$ cat config.mk
export PLATFORM = sky130hd
export DESIGN_NAME = rs232_recv
export DESIGN_NICKNAME = d
export VERILOG_FILES = /design/src/rtl/rs232_pkg.sv /design/src/rtl/rs232_sync.sv /design/src/rtl/rs232_recv.sv
export SDC_FILE = /design/constraint.sdc
export NUM_CORES = 1
export LEC_CHECK = 0
export ABC_AREA = 0
export ABC_CLOCK_PERIOD_IN_PS = 2600
export CAP_MARGIN = 20
export CORE_ASPECT_RATIO = 2
export CORE_MARGIN = 2
export CORE_UTILIZATION = 50
export DETAILED_ROUTE_END_ITERATION = 16
export PLACE_DENSITY = 0.73
export SLEW_MARGIN = 25
export SYNTH_ARGS = -nofsm -noshare
export SYNTH_HDL_FRONTEND = slang
export SYNTH_HIERARCHICAL = 1
export SYNTH_SLANG_ARGS = --single-unit
$ cat constraint.sdc
create_clock -name clock -period 2.6 [get_ports clock]
set_input_delay 0.39 -clock clock [delete_from_list [all_inputs] [get_ports clock]]
set_output_delay 0.39 -clock clock [all_outputs]
set_load 0.1 [all_outputs]
$ cat src/rtl/rs232_pkg.sv
// Shared definitions for the RS232 receive/send pair.
//   rx_state_e   - receiver FSM state encoding
//   sample_point - clocks from start-edge detection to the sample taken half_bits
//                  half-bit periods into a frame, rounded down. Wide intermediate
//                  so large clock frequencies do not overflow.
package rs232_pkg;

  typedef enum logic [2:0] {
    StIdle,
    StStart,
    StData,
    StStop,
    StBreak
  } rx_state_e;

  function automatic int unsigned sample_point(input int unsigned clock_freq,
                                               input int unsigned baud_rate,
                                               input int unsigned half_bits);
    longint unsigned num;
    longint unsigned den;
    num = 64'(clock_freq) * 64'(half_bits);
    den = 64'(2) * 64'(baud_rate);
    return 32'(num / den);
  endfunction

endpackage

$ cat src/rtl/rs232_sync.sv
// Two-flop synchronizer for an asynchronous single-bit input.
//   clock  - sampling clock
//   reset  - synchronous, active-high; both flops load RESET_VALUE
//   d      - asynchronous input
//   q      - synchronized output
module rs232_sync #(
  parameter logic RESET_VALUE = 1'b1
) (
  input  logic clock,
  input  logic reset,
  input  logic d,
  output logic q
);

  logic meta_q;
  logic sync_q;

  always_ff @(posedge clock) begin
    if (reset) begin
      meta_q <= RESET_VALUE;
      sync_q <= RESET_VALUE;
    end else begin
      meta_q <= d;
      sync_q <= meta_q;
    end
  end

  assign q = sync_q;

endmodule

$ cat src/rtl/rs232_recv.sv
// RS232 8N1 receiver with a one-byte valid/ready output buffer and CTS flow control.
//   clock       - system clock, rising edge
//   reset       - synchronous, active-high
//   rs232_txd   - asynchronous serial line from the host, idle high
//   rs232_cts_n - clear-to-send, active low; registered copy of valid
//   data        - received byte, stable while valid is high
//   valid       - byte available
//   ready       - consumer accepts on valid && ready
//   error       - (only with RS232_RECV_ERROR_EN) one-cycle pulse on framing error
//                 or on a byte dropped due to overrun
module rs232_recv
  import rs232_pkg::*;
#(
  parameter int unsigned CLOCK_FREQ = 133000000,
  parameter int unsigned BAUD_RATE  = 115200
) (
  input  logic       clock,
  input  logic       reset,
  input  logic       rs232_txd,
  output logic       rs232_cts_n,
  output logic [7:0] data,
  output logic       valid,
  input  logic       ready
`ifdef RS232_RECV_ERROR_EN
  ,
  output logic       error
`endif
);

  localparam int unsigned START_MID = sample_point(CLOCK_FREQ, BAUD_RATE, 1);
  localparam int unsigned STOP_MID  = sample_point(CLOCK_FREQ, BAUD_RATE, 19);
  localparam int unsigned TIMER_W   = $clog2(STOP_MID + 1);
  localparam int unsigned BIT_POINT [8] = '{
    sample_point(CLOCK_FREQ, BAUD_RATE, 3),
    sample_point(CLOCK_FREQ, BAUD_RATE, 5),
    sample_point(CLOCK_FREQ, BAUD_RATE, 7),
    sample_point(CLOCK_FREQ, BAUD_RATE, 9),
    sample_point(CLOCK_FREQ, BAUD_RATE, 11),
    sample_point(CLOCK_FREQ, BAUD_RATE, 13),
    sample_point(CLOCK_FREQ, BAUD_RATE, 15),
    sample_point(CLOCK_FREQ, BAUD_RATE, 17)
  };

  logic               rxd;
  rx_state_e          state_q, state_d;
  logic [TIMER_W-1:0] timer_q, timer_d;
  logic [2:0]         bit_idx_q, bit_idx_d;
  logic [7:0]         shift_q, shift_d;
  logic [7:0]         data_q, data_d;
  logic               valid_q, valid_d;
  logic               cts_n_q;
  logic [1:0]         flush_q;
  logic               armed_q;
  logic               deliver;
  logic               frame_err;
  logic               overrun;

  rs232_sync #(
    .RESET_VALUE(1'b1)
  ) u_sync (
    .clock(clock),
    .reset(reset),
    .d    (rs232_txd),
    .q    (rxd)
  );

  // The synchronizer resets to 1, so rxd only reflects the line after two edges.
  // Arming waits for a genuine high on the line, so a line held low through reset
  // is treated as a break rather than a start bit.
  always_ff @(posedge clock) begin
    if (reset) begin
      flush_q <= 2'd0;
      armed_q <= 1'b0;
    end else begin
      if (flush_q != 2'd2) flush_q <= flush_q + 2'd1;
      if (flush_q == 2'd2 && rxd) armed_q <= 1'b1;
    end
  end

  always_comb begin
    state_d   = state_q;
    timer_d   = '0;
    bit_idx_d = bit_idx_q;
    shift_d   = shift_q;
    deliver   = 1'b0;
    frame_err = 1'b0;
    unique case (state_q)
      StIdle: begin
        if (armed_q && !rxd) begin
          state_d = StStart;
        end
      end
      StStart: begin
        timer_d = timer_q + 1'b1;
        if (timer_q == TIMER_W'(START_MID)) begin
          if (rxd) begin
            state_d = StIdle;
            timer_d = '0;
          end else begin
            state_d   = StData;
            bit_idx_d = 3'd0;
          end
        end
      end
      StData: begin
        timer_d = timer_q + 1'b1;
        if (timer_q == TIMER_W'(BIT_POINT[bit_idx_q])) begin
          shift_d[bit_idx_q] = rxd;
          bit_idx_d          = bit_idx_q + 3'd1;
          if (bit_idx_q == 3'd7) state_d = StStop;
        end
      end
      StStop: begin
        timer_d = timer_q + 1'b1;
        if (timer_q == TIMER_W'(STOP_MID)) begin
          timer_d = '0;
          if (rxd) begin
            state_d = StIdle;
            deliver = 1'b1;
          end else begin
            state_d   = StBreak;
            frame_err = 1'b1;
          end
        end
      end
      StBreak: begin
        if (rxd) state_d = StIdle;
      end
      default: state_d = StIdle;
    endcase
  end

  // One-byte buffer: a delivery lands if the buffer is empty or being drained
  // this same cycle; otherwise the new byte is dropped and the old one kept.
  always_comb begin
    valid_d = valid_q;
    data_d  = data_q;
    overrun = deliver && valid_q && !ready;
    if (deliver && (!valid_q || ready)) begin
      valid_d = 1'b1;
      data_d  = shift_q;
    end else if (valid_q && ready) begin
      valid_d = 1'b0;
    end
  end

  always_ff @(posedge clock) begin
    if (reset) begin
      state_q   <= StIdle;
      timer_q   <= '0;
      bit_idx_q <= 3'd0;
      shift_q   <= 8'h00;
      data_q    <= 8'h00;
      valid_q   <= 1'b0;
      cts_n_q   <= 1'b1;
    end else begin
      state_q   <= state_d;
      timer_q   <= timer_d;
      bit_idx_q <= bit_idx_d;
      shift_q   <= shift_d;
      data_q    <= data_d;
      valid_q   <= valid_d;
      cts_n_q   <= valid_q;
    end
  end

  assign data        = data_q;
  assign valid       = valid_q;
  assign rs232_cts_n = cts_n_q;

`ifdef RS232_RECV_ERROR_EN
  logic error_q;

  always_ff @(posedge clock) begin
    if (reset) begin
      error_q <= 1'b0;
    end else begin
      error_q <= frame_err | overrun;
    end
  end

  assign error = error_q;
`else
  logic unused_err_events;
  assign unused_err_events = frame_err | overrun;
`endif

endmodule

Word-level counts from Yosys, hierarchy flattened. Memory sizes are Yosys's and may differ from the RTL's. Index checks and enable logic that the tools add are counted.

Word-level logic and storage cells: 77. Output and inout port bits: 10. ROM bits: 256. Flip-flop bits (word level): 43. Memory bits (writable): 0. Latch bits: 0. Memories: 1. Input bits: 4.

$lt $le $gt $ge: 3. Muxes and demuxes: 27. Multipliers: 0. Equal/unequal tests: 17. Reductions and logical operators: 14. Add/sub/neg operators: 3. Bitwise operators: 1. Shift-type cells: 0. Divide/modulo/power cells: 0.

Memory list: (no name shown) (depth 8, bits a word 32, read ports 1, clocked after Yosys merged registers in 0, wr ports 0, line rs232_recv.sv:107) `if (timer_q == TIMER_W'(BIT_POINT[bit_idx_q])) begin`.

Operators with widths (count): 2-to-1 mux 14 bit (5); one-hot mux 14 bit (3 select lines) (1); 2-to-1 mux 3 bit (10); one-hot mux 3 bit (5 select lines) (1); adder 14 x 1 -> 14 bit, second input constant (1); equality test 14 x 10 -> 1 bit, second input constant (1); equality test 14 bit (1); equality test 14 bit, second input constant (1); inequality test 2 bit, second input constant (7); bitwise mux 8 bit (1); equality test 3 x 2 -> 1 bit, second input constant (2); equality test 3 bit, second input constant (2); 2-to-1 mux 1 bit (6); one-hot mux 3 bit (2 select lines) (1); AND reduction 6 bit (1); logical AND 1 bit (5); >= comparator 4 bit, second input constant (1); < comparator 3 x 4 -> 1 bit, second input constant (1); inverter 3 -> 4 bit (1); AND reduction 4 bit (1); nonzero test 2 bit (2); adder 3 x 1 -> 3 bit, second input constant (1); demux 1 bit (select 3 bit) (1); equality test 3 x 1 -> 1 bit, second input constant (1); other kinds (9) (10).

Longest topological paths before layout. Gate-level depths: netlist of the first run.

Word-level depth: 7. Mapped depth: 11. Mapped depth without buffers: 8.

Cells and area by module. The synthesis of the first run kept the hierarchy.

By module, submodules not included: rs232_recv (area an instance 2293.4 um2, cells an instance 268, instances 1, sequential area each 820.8 um2); rs232_sync (area an instance 52.6 um2, cells an instance 4, instances 1, sequential area each 40.0 um2).

Worst setup path after synthesis of the first run. Ideal clock, no wire load.

Path kind: register -> register. Start point: register bit_idx_q[1]. End point: register shift_q[2]. Data arrival time: 2.600 ns. Path buffers: 3. Slack: -0.132 ns. Clock period less this slack: 2.732 ns. Stages on the path, launching flop included: 11. Required time: 2.468 ns. Library setup time: 0.132 ns. Path through: dfxtp_1 -> buf_6 -> inv_1 -> clkbuf_1 -> ha_1 -> a221o_1 -> a2111oi_4 -> nand4_2 -> buf_6 -> o41ai_1 -> a21oi_1.

Longest elaborated chain between the ends: 6. Elaborated cells on any way between the ends: 12. Those cells by class: order compare: 2; eq/ne: 1; mux: 5; bitwise: 1; reduce/logical: 2; memory: 1.

Ends and longest elaborated chain: from (decl) (line rs232_recv.sv:47) `logic [2:0] bit_idx_q, bit_idx_d;`; from (signal assigned) (line rs232_recv.sv:159) `bit_idx_q <= bit_idx_d;`; inverter 3 -> 4 bit (not written as such) (line rs232_recv.sv:107); memory read (8 x 32 bit); 2-to-1 mux 14 bit (not written as such) (2 in a row) (line rs232_recv.sv:107); equality test 14 bit (line rs232_recv.sv:107); AND reduction 2 bit (no line); to (signal assigned) (line rs232_recv.sv:160) `shift_q <= shift_d;`; to (decl) (line rs232_recv.sv:48) `logic [7:0] shift_q, shift_d;`.

Several ways; a longest one is shown, not always the timed one. The select of a mux whose other input is x is not followed. A chain may end at the register's enable or synchronous reset.

Final worst setup path of the first run.
Start point: register bit_idx_q[0]. End point: register state_q[0].

Longest elaborated chain between the ends: 7. Elaborated cells on any way between the ends: 9. Those cells by class: eq/ne: 4; mux: 2; bitwise: 1; reduce/logical: 1; memory: 1.

Ends and longest elaborated chain: inverter 3 -> 4 bit (not written as such) (line rs232_recv.sv:107); memory read (8 x 32 bit); 2-to-1 mux 14 bit (not written as such) (2 in a row) (line rs232_recv.sv:107); equality test 14 bit (line rs232_recv.sv:107); inequality test 2 bit (no line); AND reduction 6 bit (no line) (*); to (signal assigned) (line rs232_recv.sv:149) `state_q <= StIdle;`; to (signal assigned) (line rs232_recv.sv:157) `state_q <= state_d;`; to (decl) (line rs232_recv.sv:45) `rx_state_e state_q, state_d;`.

Mark *: on every way between the ends. The rest lies on a longest branch, timed or not. The select of a mux whose other input is x is not followed.

==> impl_metrics.json, run 1 <==
{
  "outcome": "completed",
  "grt_pass1_vias": 1945,
  "die_w_um": 52.4,
  "pin_count": 14,
  "yosysSeqAreaShare": 0.367,
  "cts_tree": "built",
  "port_buffers": 13,
  "clkSlewWorstSetupHoldPaths_ps": 90,
  "cts.sink_count": 43,
  "antenna_cells": 0,
  "async_flop_share": 0,
  "setup_tns_ps": 0,
  "finalPower_w": 0.00148,
  "initial_core_util": 0.515,
  "ys_warn_count": 6,
  "relSlewSlack": 0.696,
  "synth_edf_count": 0,
  "fmax_mhz": 403,
  "finClkSkew_ps": 5.40,
  "leakagePower_nw": 0.981,
  "slew_viol_final": 0,
  "min_period_over_period": 0.953,
  "cts_max_level": 2,
  "drt_iter0_drc": 56,
  "holdWs_ps": 412,
  "min_path_type": "register to register",
  "row_count": 35,
  "postCtsSetupBuffers": 0,
  "r2r_end": "state_q[0]",
  "min_period_ps": 2480,
  "rsz0062_at_grt": "false",
  "yosys_register_bits": 43,
  "hold_violations": 0,
  "cts_root_buf": "clkbuf_8",
  "num_vias": 1952,
  "worst_pin_slew_ps": 453,
  "die_h_um": 101,
  "routabilityCongestion": 0.867,
  "route.detailed.wl_per_inst_um": 14.7,
  "cts_buffer_depth": 2,
  "ir_worst_vdd_mv": 0.483,
  "hold_buffers": 0,
  "syn_to_final_growth_pct": 11.7,
  "cp-end-kind": "register",
  "ys_types": 43,
  "max-cap-violations": 0,
  "clk_latency_ps": 300,
  "viasPerCell": 5.76,
  "grt.total_usage": 0.211,
  "drc": 0,
  "grt-ovfl-total": 0,
  "arrival_ps": 2710,
  "setup_viol": 0,
  "totalWireLength_um": 4970,
  "synth_top_cell_by_area": "dfxtp_1",
  "post-dp-hpwl_um": 3730,
  "min-delay-start": "u_sync/meta_q",
  "path_max_fanout": 13,
  "grt_pass1_wl_um": 8540,
  "startpoint_type": "register",
  "die_area_um2": 5290,
  "dr.pass1.iters": 4,
  "drive_gt1_frac": 0.134,
  "synth.top_cells.by_area": "dfxtp_1 (37%), nor2_1 (6.4%), ha_1 (5.9%), xor2_1 (4.1%), a21oi_1 (4.1%)",
  "ff2ff_path_depth": 8,
  "rr_startpoint": "bit_idx_q[0]",
  "cts_buffers": 5,
  "ys_top_cells_by_count": "dfxtp_1 (43), nor2_1 (40), a21oi_1 (19)",
  "endpoint": "state_q[0]",
  "fp.coreArea_um2": 4550,
  "synth_top_area_frac": 0.367,
  "grt_max_degree": 30,
  "fin_nets": 298,
  "power.density_nw_per_um2": 566,
  "fillers": 460,
  "syn_avg_cell_area_um2": 8.63,
  "ys.flop_type": "dfxtp_1",
  "netlist_area_um2": 2350,
  "syn_nets": 287,
  "cp.required_ps": 2830,
  "critPathKind": "register to register",
  "r2r_slack_ps": 120,
  "post-synth-top-count-cell": "dfxtp_1",
  "ant_nets": 0,
  "startpoint": "bit_idx_q[0]",
  "synth_cells": 272,
  "antenna_found_initial": 0
}
-- logic make-up (layout without fill, tap and decap cells) --
| group | Yosys count | in the layout | share of synthesized area |
|---|---|---|---|
| flip-flops | 43 | 43 | 0.367 |
| buffers and inverters | 28 | 40 | 0.0544 |
| XOR/XNOR | 18 | 18 | 0.0672 |
| AND/OR/NAND/NOR | 116 | 116 | 0.265 |
| multiplexers | 9 | 9 | 0.0384 |
| AO/OA/AOI/OAI | 47 | 47 | 0.149 |
| adder cells (fa/ha/maj) | 11 | 11 | 0.0587 |
-- power by group --
| group | internal [W] | switching [W] |
|---|---|---|
| clock network | 0.000217 | 0.000244 |
| logic | 0.000111 | 0.000168 |
| registers | 0.000699 | 0.0000429 |
| total | 0.00103 | 0.000455 |
-- worst max-delay path: stages, from the launching register on --
cell and delay (ps):
dfxtp_1 380, inv_1 120, ha_4 280, a221o_1 370
a2111oi_4 370, nand4_2 130, buf_4 210, a2111o_1 410
a21oi_1 150
-- layer usage --
metal	vias up	global-route usage	routed length [µm]
li1	979	-	-
met1	923	0.221	1860
met2	32	0.372	2780
met3	18	0.0371	126
met4	0	0.130	201
met5	-	0	0
-- cells in the final DEF, fill, tap and decap left out, types with 3 or more instances in the layout --
| master | n |
|---|---|
| xor2_1 | 11 |
| ha_1 | 10 |
| a31oi_1 | 4 |
| dfxtp_1 | 42 |
| inv_1 | 9 |
| xnor2_1 | 7 |
| mux2i_1 | 9 |
| nand4_1 | 13 |
| o21ai_0 | 3 |
| o41ai_1 | 8 |
| nand2_1 | 13 |
| a21oi_1 | 19 |
| buf_4 | 20 |
| or2_2 | 3 |
| nand3_1 | 6 |
| nand3b_1 | 4 |
| and3_1 | 5 |
| nor2_1 | 40 |
| clkbuf_8 | 6 |
| nand2b_1 | 6 |
| clkdlybuf4s50_1 | 3 |
| nor2b_1 | 7 |
| nor3b_1 | 3 |
-- stage by stage --
stage	setup WS [ps]	util	cells	cell area [µm²]
floorplan	59.4	-	272	2360
global route	3.98	0.575	339	2620
CTS	107	0.574	339	2610
finish	121	0.575	339	2620
detailed placement	20.5	0.552	331	2510
global placement	84.0	0.552	331	2510
-- how the worst min path moves through the flow --
| stage | slack, ps | cells after the start | end |
|---|---|---|---|
| 2_1_floorplan | 380 | 1 | u_sync/q |
| 3_3_place_gp | 390 | 1 | u_sync/q |
| 3_5_place_dp | 390 | 1 | u_sync/q |
| 4_1_cts | 420 | 1 | u_sync/q |
| 5_1_grt | 430 | 1 | u_sync/q |
| 6_report | 410 | 1 | u_sync/q |
-- registers in the layout, indices dropped and copies added (netlist names) --
register       cells
u_sync/meta_q      1
data               8
rs232_cts_n        1
state_q            3
valid              1
timer_q           14
u_sync/q           1
armed_q            1
bit_idx_q          3
flush_q            2
shift_q            8
-- layout make-up --
type / count / area [µm²] / share of cell area
sequential: 43 / 862 / 0.329
multi-input combinational: 201 / 1380 / 0.525
clock inverter: 2 / 16.3 / 0.00621
timing repair buffer: 23 / 180 / 0.0688
clock buffer: 6 / 82.6 / 0.0315
inverter: 9 / 33.8 / 0.0129
tap: 55 / 68.8 / 0.0263
-- what timing repair did --
action,in CTS,in global routing
cloned,0,0
resized for setup,1,1
endpoints found under the setup margin,1,5
(Power assumes the default switching activity.)
==> run 2, diff against run 1 <==
--- a/config.mk
+++ b/config.mk
@@ -12,6 +12,7 @@
 export CORE_MARGIN = 2
 export CORE_UTILIZATION = 50
 export DETAILED_ROUTE_END_ITERATION = 16
+export GPL_ROUTABILITY_DRIVEN = 0
 export PLACE_DENSITY = 0.73
 export SLEW_MARGIN = 25
 export SYNTH_ARGS = -nofsm -noshare
==> impl_metrics.json, run 2 (synthesis gave the netlist of run 1 again) <==
{
  "outcome": "completed",
  "max-cap-violations": 0,
  "min_path_type": "register to register",
  "antenna_found_initial": 0,
  "leakagePower_nw": 0.993,
  "cts_max_level": 2,
  "ir_worst_vdd_mv": 0.511,
  "viasPerCell": 5.70,
  "design_area_um2": 2640,
  "cts_root_buf": "clkbuf_8",
  "postCtsSetupBuffers": 0,
  "grt_pass1_vias": 2010,
  "critPathKind": "register to register",
  "largest_register": "timer_q",
  "initial_core_util": 0.515,
  "slew_viol_final": 0,
  "final_common_cell": "dfxtp_1",
  "dr.pass1.iters": 4,
  "fillers": 435,
  "arrival_ps": 2670,
  "startpoint_type": "register",
  "cts_buffers": 5,
  "mostFrequentLayoutCells": "dfxtp_1 (41), nor2_1 (40), buf_4 (20), a21oi_1 (19)",
  "finClkSkew_ps": 5.76,
  "postCtsResizedCells": 0,
  "setup_ws_ps": 168,
  "crit_path_top_delay_cell": "a2111oi_4",
  "placed_area_um2": 2510,
  "fmax_mhz": 411,
  "path_cells": "inv_1, ha_4, a221o_1, a2111oi_4, nand4_2, buf_4, a2111o_1, a21oi_1",
  "die_w_um": 52.4,
  "r2r_end": "state_q[0]",
  "cp-end-kind": "register",
  "min_to": "u_sync/q",
  "r2r_slack_ps": 170,
  "post-dp-hpwl_um": 3810,
  "grt.total_usage": 0.222,
  "ff2ff_path_depth": 8,
  "min_period_ps": 2430,
  "drt_iter0_drc": 56,
  "cp.required_ps": 2840,
  "relSlewSlack": 0.697,
  "min_period_over_period": 0.935,
  "fp.coreArea_um2": 4550,
  "critPathBufInv": 2,
  "post-place-ws_ps": 93.9,
  "worst_pin_slew_ps": 454,
  "die_area_um2": 5290,
  "grt_max_degree": 30,
  "ant_nets": 0,
  "min_path_cells": 1,
  "setup_tns_ps": 0,
  "clkSlewWorstSetupHoldPaths_ps": 80,
  "hold_buffers": 0,
  "route.detailed.wl_per_inst_um": 14.9,
  "pin_count": 14,
  "largest_reg_flops": 14,
  "setup_viol": 0,
  "num_vias": 1931,
  "hold_violations": 0,
  "row_count": 35,
  "grt_pass1_wl_um": 8880,
  "crit_family": "compound AO/OA/AOI/OAI gates",
  "fin_nets": 298,
  "drc": 0,
  "cts_buffer_depth": 2,
  "slowest_delay_ps": 420,
  "drive_gt1_frac": 0.141,
  "finalPower_w": 0.00155,
  "cts.sink_count": 43,
  "clk_latency_ps": 300,
  "port_buffers": 13,
  "startpoint": "bit_idx_q[1]",
  "path_max_fanout": 13,
  "grt-ovfl-total": 0,
  "cts_tree": "built",
  "antenna_cells": 0,
  "die_h_um": 101,
  "rsz0062_at_grt": "false",
  "syn_to_final_growth_pct": 12.4,
  "totalWireLength_um": 5040,
  "regArea_um2": 866,
  "rr_startpoint": "bit_idx_q[1]",
  "min-delay-start": "u_sync/meta_q",
  "power.density_nw_per_um2": 587,
  "multi_input_comb_area_um2": 1380
}
-- run 2: metrics by stage --
stage,hold WS (ps),instances,utilization
after global routing,428,339,0.579
after CTS,417,339,0.577
after detailed placement,392,331,0.552
final,414,339,0.579
after global placement,387,331,0.552
after floorplan,383,272,-
-- run 2: how the worst max path moves through the flow --
| stage | cells after the start | end | slack [ps] |
|---|---|---|---|
| global route | 8 | state_q[0] | 20 |
| detailed placement | 7 | state_q[0] | 90 |
| global placement | 7 | state_q[0] | 170 |
| floorplan | 10 | shift_q[0] | 60 |
| CTS | 7 | state_q[0] | 70 |
| finish | 8 | state_q[0] | 170 |
-- run 2: power by group --
part | switching [W] | internal, W
logic | 0.000169 | 0.000112
clock network | 0.000242 | 0.000286
registers | 0.0000417 | 0.000698
total | 0.000453 | 0.00110
-- run 2: layout make-up --
class / instances / share of cell area
Multi-Input combinational cell: 201 / 0.522
Sequential cell: 43 / 0.328
Timing Repair Buffer: 23 / 0.0683
Clock buffer: 5 / 0.0261
Tap cell: 55 / 0.0261
Clock inverter: 3 / 0.0166
Inverter: 9 / 0.0128
-- run 2: worst reg2reg max path, stage by stage, from the launching register on --
cell	delay, ps
dfxtp_1	350
inv_1	100
ha_4	240
a221o_1	370
a2111oi_4	420
nand4_2	140
buf_4	210
a2111o_1	410
a21oi_1	130
-- run 2: per-layer routing --
metal	GRT usage	share of wire	vias up
met2	0.377	0.55	29
met5	0	0	-
li1	-	-	977
met1	0.235	0.38	905
met4	0.166	0.050	0
met3	0.0341	0.018	20
==> RTL edit 1 (config.mk and constraints of run 2) <==
The option `RS232_RECV_ERROR_EN` is turned on by a define.
--- a/src/rtl/rs232_recv.sv
+++ b/src/rtl/rs232_recv.sv
@@ -9,4 +9,6 @@
 //   error       - (only with RS232_RECV_ERROR_EN) one-cycle pulse on framing error
 //                 or on a byte dropped due to overrun
+`define RS232_RECV_ERROR_EN
+
 module rs232_recv
   import rs232_pkg::*;
Function (old outputs only; new: error): kept (equiv_simple and equiv_induct, registers matched by name and starting in step).
==> RTL edit 1 against run 2 <==
  * Core utilization fell by 1.3 points
  * Critical path depth did not move
  * Sequential cell count rose by 1
  * Setup slack improved by 0.029 ns
  * Synthesized area rose by 1.4%
  * Design area fell by 1.2%
  * Sequential share of layout area rose by 0.99 points
  * Maximum frequency rose by 1.2%
  * Die area rose by 1.3%
  * Clock skew barely moved
  * Routed wire length fell by 0.71%
  * Largest cell class unchanged
  * Highest routed layer unchanged
Power is not compared: it rests on default switching activity, and its combinational part moved more than twofold at a synthesized area within 25%.
==> RTL edit 1: results (changes against run 2) <==
Logic synthesis
  • Post-synthesis sequential area ratio: 0.370 (was 0.367)
  • Synth area leaders: dfxtp_1 (37%), nor2_1 (6.6%), ha_1 (5.8%) (was dfxtp_1 (37%), nor2_1 (6.4%), ha_1 (5.9%))
  • Syn_nets: 286 (was 287)
  • Synth Instances: 271 (was 272)
  • Yosys cell types: 56 (was 43)
  • Post-synth top cells: dfxtp_1 (44), nor2_1 (42), nand3_1 (14), mux2i_1 (13), nand2_1 (13) (was dfxtp_1 (43), nor2_1 (40), a21oi_1 (19), nand2_1 (13), nand4_1 (13))

Hold path
  • Worst hold-check path type: flip-flop to flip-flop (unchanged)

Critical path
  • CP max-delay cell: ha_1 (was a2111oi_4)
  • Setup crit start: bit_idx_q[0] (was bit_idx_q[1])
  • CP Capture Point: shift_q[1] (was state_q[0])
  • Arr. time, crit path: 2.59 ns (was 2.67 ns)
  • Worst R2R Start: bit_idx_q[0] (was bit_idx_q[1])
  • Worst path top cell family by delay: compound AO/OA/AOI/OAI gates (unchanged)

Timing
  • Clk_skew: 0.00570 ns (was 0.00576 ns)
  • Final worst slack: 0.197 ns (was 0.168 ns)
  • Slew @ Worst Pin: 0.542 ns (was 0.454 ns)

Route
  • Via Count: 1880 (was 1931)
  • Drt via density: 5.56 (was 5.70)
  • Drt first-iter violations: 31 (was 56)
  • Wire per inst: 14.8 um (was 14.9 um)

GRT
  • Met1 Use GR: 0.204 (was 0.235)
  • First-pass GRT wire length: 8.56 mm (was 8.88 mm)
  • Pin count of the biggest net entering global routing: 28 (was 30)
  • Met2 Usage GRT: 0.408 (was 0.377)
  • Global Route Usage Sum: 0.216 (was 0.222)
  • GR Util met3: 0.0280 (was 0.0341)

Placement
  • Placed cell areas: 0.00252 mm^2 (was 0.00251 mm^2)
  • Hpwl dp: 3.87 mm (was 3.81 mm)
  • Pre-CTS setup slack: 0.218 ns (was 0.0939 ns)
  • # placed instances: 330 (was 331)
  • Buffers on Ports: 14 (was 13)

Layout
  • Layout Nets: 297 (was 298)
  • Share of cells above drive strength 1: 0.138 (was 0.141)

Pwr
  • P_int: 0.947 mW

Outcome
  • Outcome: complete, no violations (unchanged)
[RTL edit 1: cell count changes in the layout (fill, tap and decap cells not counted), moves of 4 or more]
cell	delta
a21oi_1	-8
buf_4	-4
mux2i_1	+4
nand3_1	+8
nand3b_1	-4
nand4_1	-7
o21ai_0	+5
o21ai_1	+4
o41ai_1	-8
[RTL edit 1: final cells by class]
type	instances	area, um^2
Fill cell	436	1990
Sequential cell	44	881
Tap cell	55	68.8
Clock inverter	2	16.3
Multi-Input combinational cell	202	1370
Inverter	10	51.3
Timing Repair Buffer	19	150
Clock buffer	6	72.6
[RTL edit 1: worst min-delay path by stage]
| stage | start | slack, ns | end | cells after the start |
|---|---|---|---|---|
| floorplan | u_sync/meta_q | 0.38 | u_sync/q | 1 |
| global placement | u_sync/meta_q | 0.41 | u_sync/q | 1 |
| detailed placement | u_sync/meta_q | 0.40 | u_sync/q | 1 |
| CTS | u_sync/meta_q | 0.43 | u_sync/q | 1 |
| global route | u_sync/meta_q | 0.44 | u_sync/q | 1 |
| finish | u_sync/meta_q | 0.42 | u_sync/q | 1 |
[RTL edit 1: layer usage]
| layer | vias up | share of wire |
|---|---|---|
| met3 | 17 | 0.017 |
| met2 | 28 | 0.57 |
| met1 | 880 | 0.37 |
| met5 | - | 0 |
| li1 | 955 | - |
| met4 | 0 | 0.046 |
[RTL edit 1: logic make-up (layout without fill, tap and decap cells)]
logic type | after synthesis | count (layout) | synth area share
AOI/OAI and AO/OA | 40 | 40 | 0.116
xor gates and xnor gates | 18 | 18 | 0.0663
adders and majority gates | 11 | 11 | 0.0579
buffers and inverters | 25 | 37 | 0.0558
DFF | 44 | 44 | 0.370
muxes | 14 | 14 | 0.0594
and+or+nand+nor | 119 | 119 | 0.275
==> RTL edit 2 (flow settings as in run 2) <==
Made on the original files. Re-encode `rx_state_e` (5 states) as one-hot, 5 bits wide.
--- a/src/rtl/rs232_pkg.sv
+++ b/src/rtl/rs232_pkg.sv
@@ -6,10 +6,10 @@
 package rs232_pkg;
 
-  typedef enum logic [2:0] {
-    StIdle,
-    StStart,
-    StData,
-    StStop,
-    StBreak
+  typedef enum logic [4:0] {
+    StIdle  = 5'b00001,
+    StStart = 5'b00010,
+    StData  = 5'b00100,
+    StStop  = 5'b01000,
+    StBreak = 5'b10000
   } rx_state_e;
 
Behaviour: no difference found for any inputs over 10 cycles, from zero or initial values and one cycle with reset high; not proved beyond that.
==> RTL edit 2 against run 2 <==
  * The run now ends with setup timing left
  * Design area increased by 3.4%
  * Total power decreased by 3.5%
  * Maximum frequency decreased by 11%
  * Synthesized area decreased by 0.91%
  * Sequential power increased by 2.8%
  * Setup slack got worse by 0.30 ns
  * Count of clock-buffer cells in the layout unchanged
  * Non-clock buffer count increased by 6
  * Clock skew decreased by 0.0016 ns
  * Routed wire length increased by 2.0%
  * Sequential cell count increased by 2
  * Largest power group unchanged
==> RTL edit 2: results (changes against run 2) <==
Route
  • Via Count: 2009 (was 1931)
  • WL final: 5.14 mm (was 5.04 mm)
  • Drt first-iter violations: 43 (was 56)

Timing
  • Final worst slack: -0.132 ns (was 0.168 ns)
  • Fin Hold WS: 0.431 ns (was 0.414 ns)
  • Final setup vio count: 10 (was 0)
  • Clk_skew: 0.00416 ns (was 0.00576 ns)
  • Rel. slew slack: 0.658 (was 0.697)

GRT
  • Global Route Usage Sum: 0.222 (about the same)
  • Number of global-route vias before repair: 1931 (was 2010)
  • First-pass GRT wire length: 8.68 mm (was 8.88 mm)
  • Pin count of the biggest net entering global routing: 21 (was 30)

Logic synthesis
  • Post-synthesis compound-gate area fraction: 0.126 (was 0.149)
  • Synth area leaders: dfxtp_1 (39%), nor2_1 (6.5%), ha_1 (5.9%) (was dfxtp_1 (37%), nor2_1 (6.4%), ha_1 (5.9%))
  • Post-synthesis sequential area ratio: 0.388 (was 0.367)
  • Adder-cell share of the synthesized area: 0.0592 (was 0.0587)
  • Syn_nets: 287 (unchanged)
  • Post-synth top cells: dfxtp_1 (45), nor2_1 (40), nand2_1 (18), mux2i_1 (13), nand3_1 (12) (was dfxtp_1 (43), nor2_1 (40), a21oi_1 (19), nand2_1 (13), nand4_1 (13))
  • Post-synthesis xor/xnor area fraction: 0.0753 (was 0.0672)

Pwr
  • P_leak: 0.949 nW (was 0.993 nW)
  • Max rail drop VDD: 0.312 mV (was 0.511 mV)
  • Sw Pwr: 0.390 mW (was 0.453 mW)

Critical path
  • Worst reg2reg path endpoint: bit_idx_q[0] (was state_q[0])
  • Arr. time, crit path: 2.96 ns (was 2.67 ns)
  • Worst-path maximum fanout: 5 (was 13)
  • FF-to-FF path depth: 9 (was 8)

Placement
  • Hpwl dp: 3.77 mm (was 3.81 mm)

Layout
  • Share of cells above drive strength 1: 0.160 (was 0.141)
  • Layout Nets: 308 (was 298)
  • Fill cells: 418 (was 435)
  • ANT cells: 0 (unchanged)

Outcome
  • Failing checks: setup timing
  • Outcome: finished with violations (was complete, no violations)
## RTL edit 2: cell types whose count changed after synthesis, moves of 5 or more
cell	change
a21oi_1	-11
buf_2	-5
nand2_1	+5
nand3_1	+6
nand4_1	-10
o41ai_1	-5
## RTL edit 2: power by group through the flow
stage	registers (mW)	logic (mW)	clock network, mW
detailed placement	0.777	0.220	0
finish	0.761	0.222	0.512
CTS	0.761	0.223	0.528
global placement	0.775	0.210	0
floorplan	0.775	0.172	0
global route	0.769	0.258	0.552
## RTL edit 2: worst max-delay path, cell delays in order (launching register included)
cell and delay [ns]:
dfxtp_2 0.36, clkinvlp_4 0.12, ha_4 0.25, or3b_4 0.38, a2111oi_4 0.32, o2111ai_2 0.14
or4_4 0.46, buf_6 0.15, or4_1 0.40, o21ai_1 0.09
## RTL edit 2: routing by layer
| layer | vias to the layer above | global-route usage | wire length (um) |
|---|---|---|---|
| li1 | 1001 | - | - |
| met1 | 946 | 0.214 | 1870 |
| met2 | 42 | 0.403 | 2890 |
| met3 | 20 | 0.0417 | 143 |
| met4 | 0 | 0.148 | 232 |
| met5 | - | 0 | 0 |
## RTL edit 2: through the flow
stage / std cells / power, mW / setup TNS (ns) / instance area, um^2
finish: 348 / 1.50 / -0.866 / 2730
global route: 348 / 1.58 / -2.35 / 2730
CTS: 348 / 1.51 / -0.683 / 2710
global placement: 337 / 0.985 / -0.0914 / 2550
detailed placement: 337 / 0.996 / -0.832 / 2550
floorplan: 272 / 0.947 / -2.22 / 2370
## RTL edit 2: cell families after synthesis
group,Yosys count
xor+xnor,20
simple gates,116
flops,45
fa+ha+maj,11
buf+inv,25
mux,13
compound gates,42
## RTL edit 2: worst max-delay path by stage
stage	startpoint	to	slack, ns	depth (start not counted)
2_1_floorplan	bit_idx_q[1]	bit_idx_q[0]	-0.21	10
3_3_place_gp	bit_idx_q[1]	bit_idx_q[0]	-0.05	9
3_5_place_dp	bit_idx_q[1]	bit_idx_q[0]	-0.13	9
4_1_cts	bit_idx_q[1]	bit_idx_q[0]	-0.10	9
5_1_grt	bit_idx_q[1]	bit_idx_q[0]	-0.23	9
6_report	bit_idx_q[1]	bit_idx_q[0]	-0.13	9
## RTL edit 2: final cells by class
cell class	count	area (um^2)	share of cell area
well taps	55	68.8	0.0252
repair buffers	29	224	0.0821
clock inverters	2	35.0	0.0128
multi-input cells	202	1390	0.508
flip-flops and latches	45	903	0.331
clock buffers	5	68.8	0.0252
inverters	10	41.3	0.0151
## RTL edit 2: repair_timing
item / CTS / global route
setup endpoints to repair: 9 / 13
pin swaps: 2 / 0
gates resized for setup: 4 / 3
buffers inserted: 2 / 0
gates cloned: 2 / 0
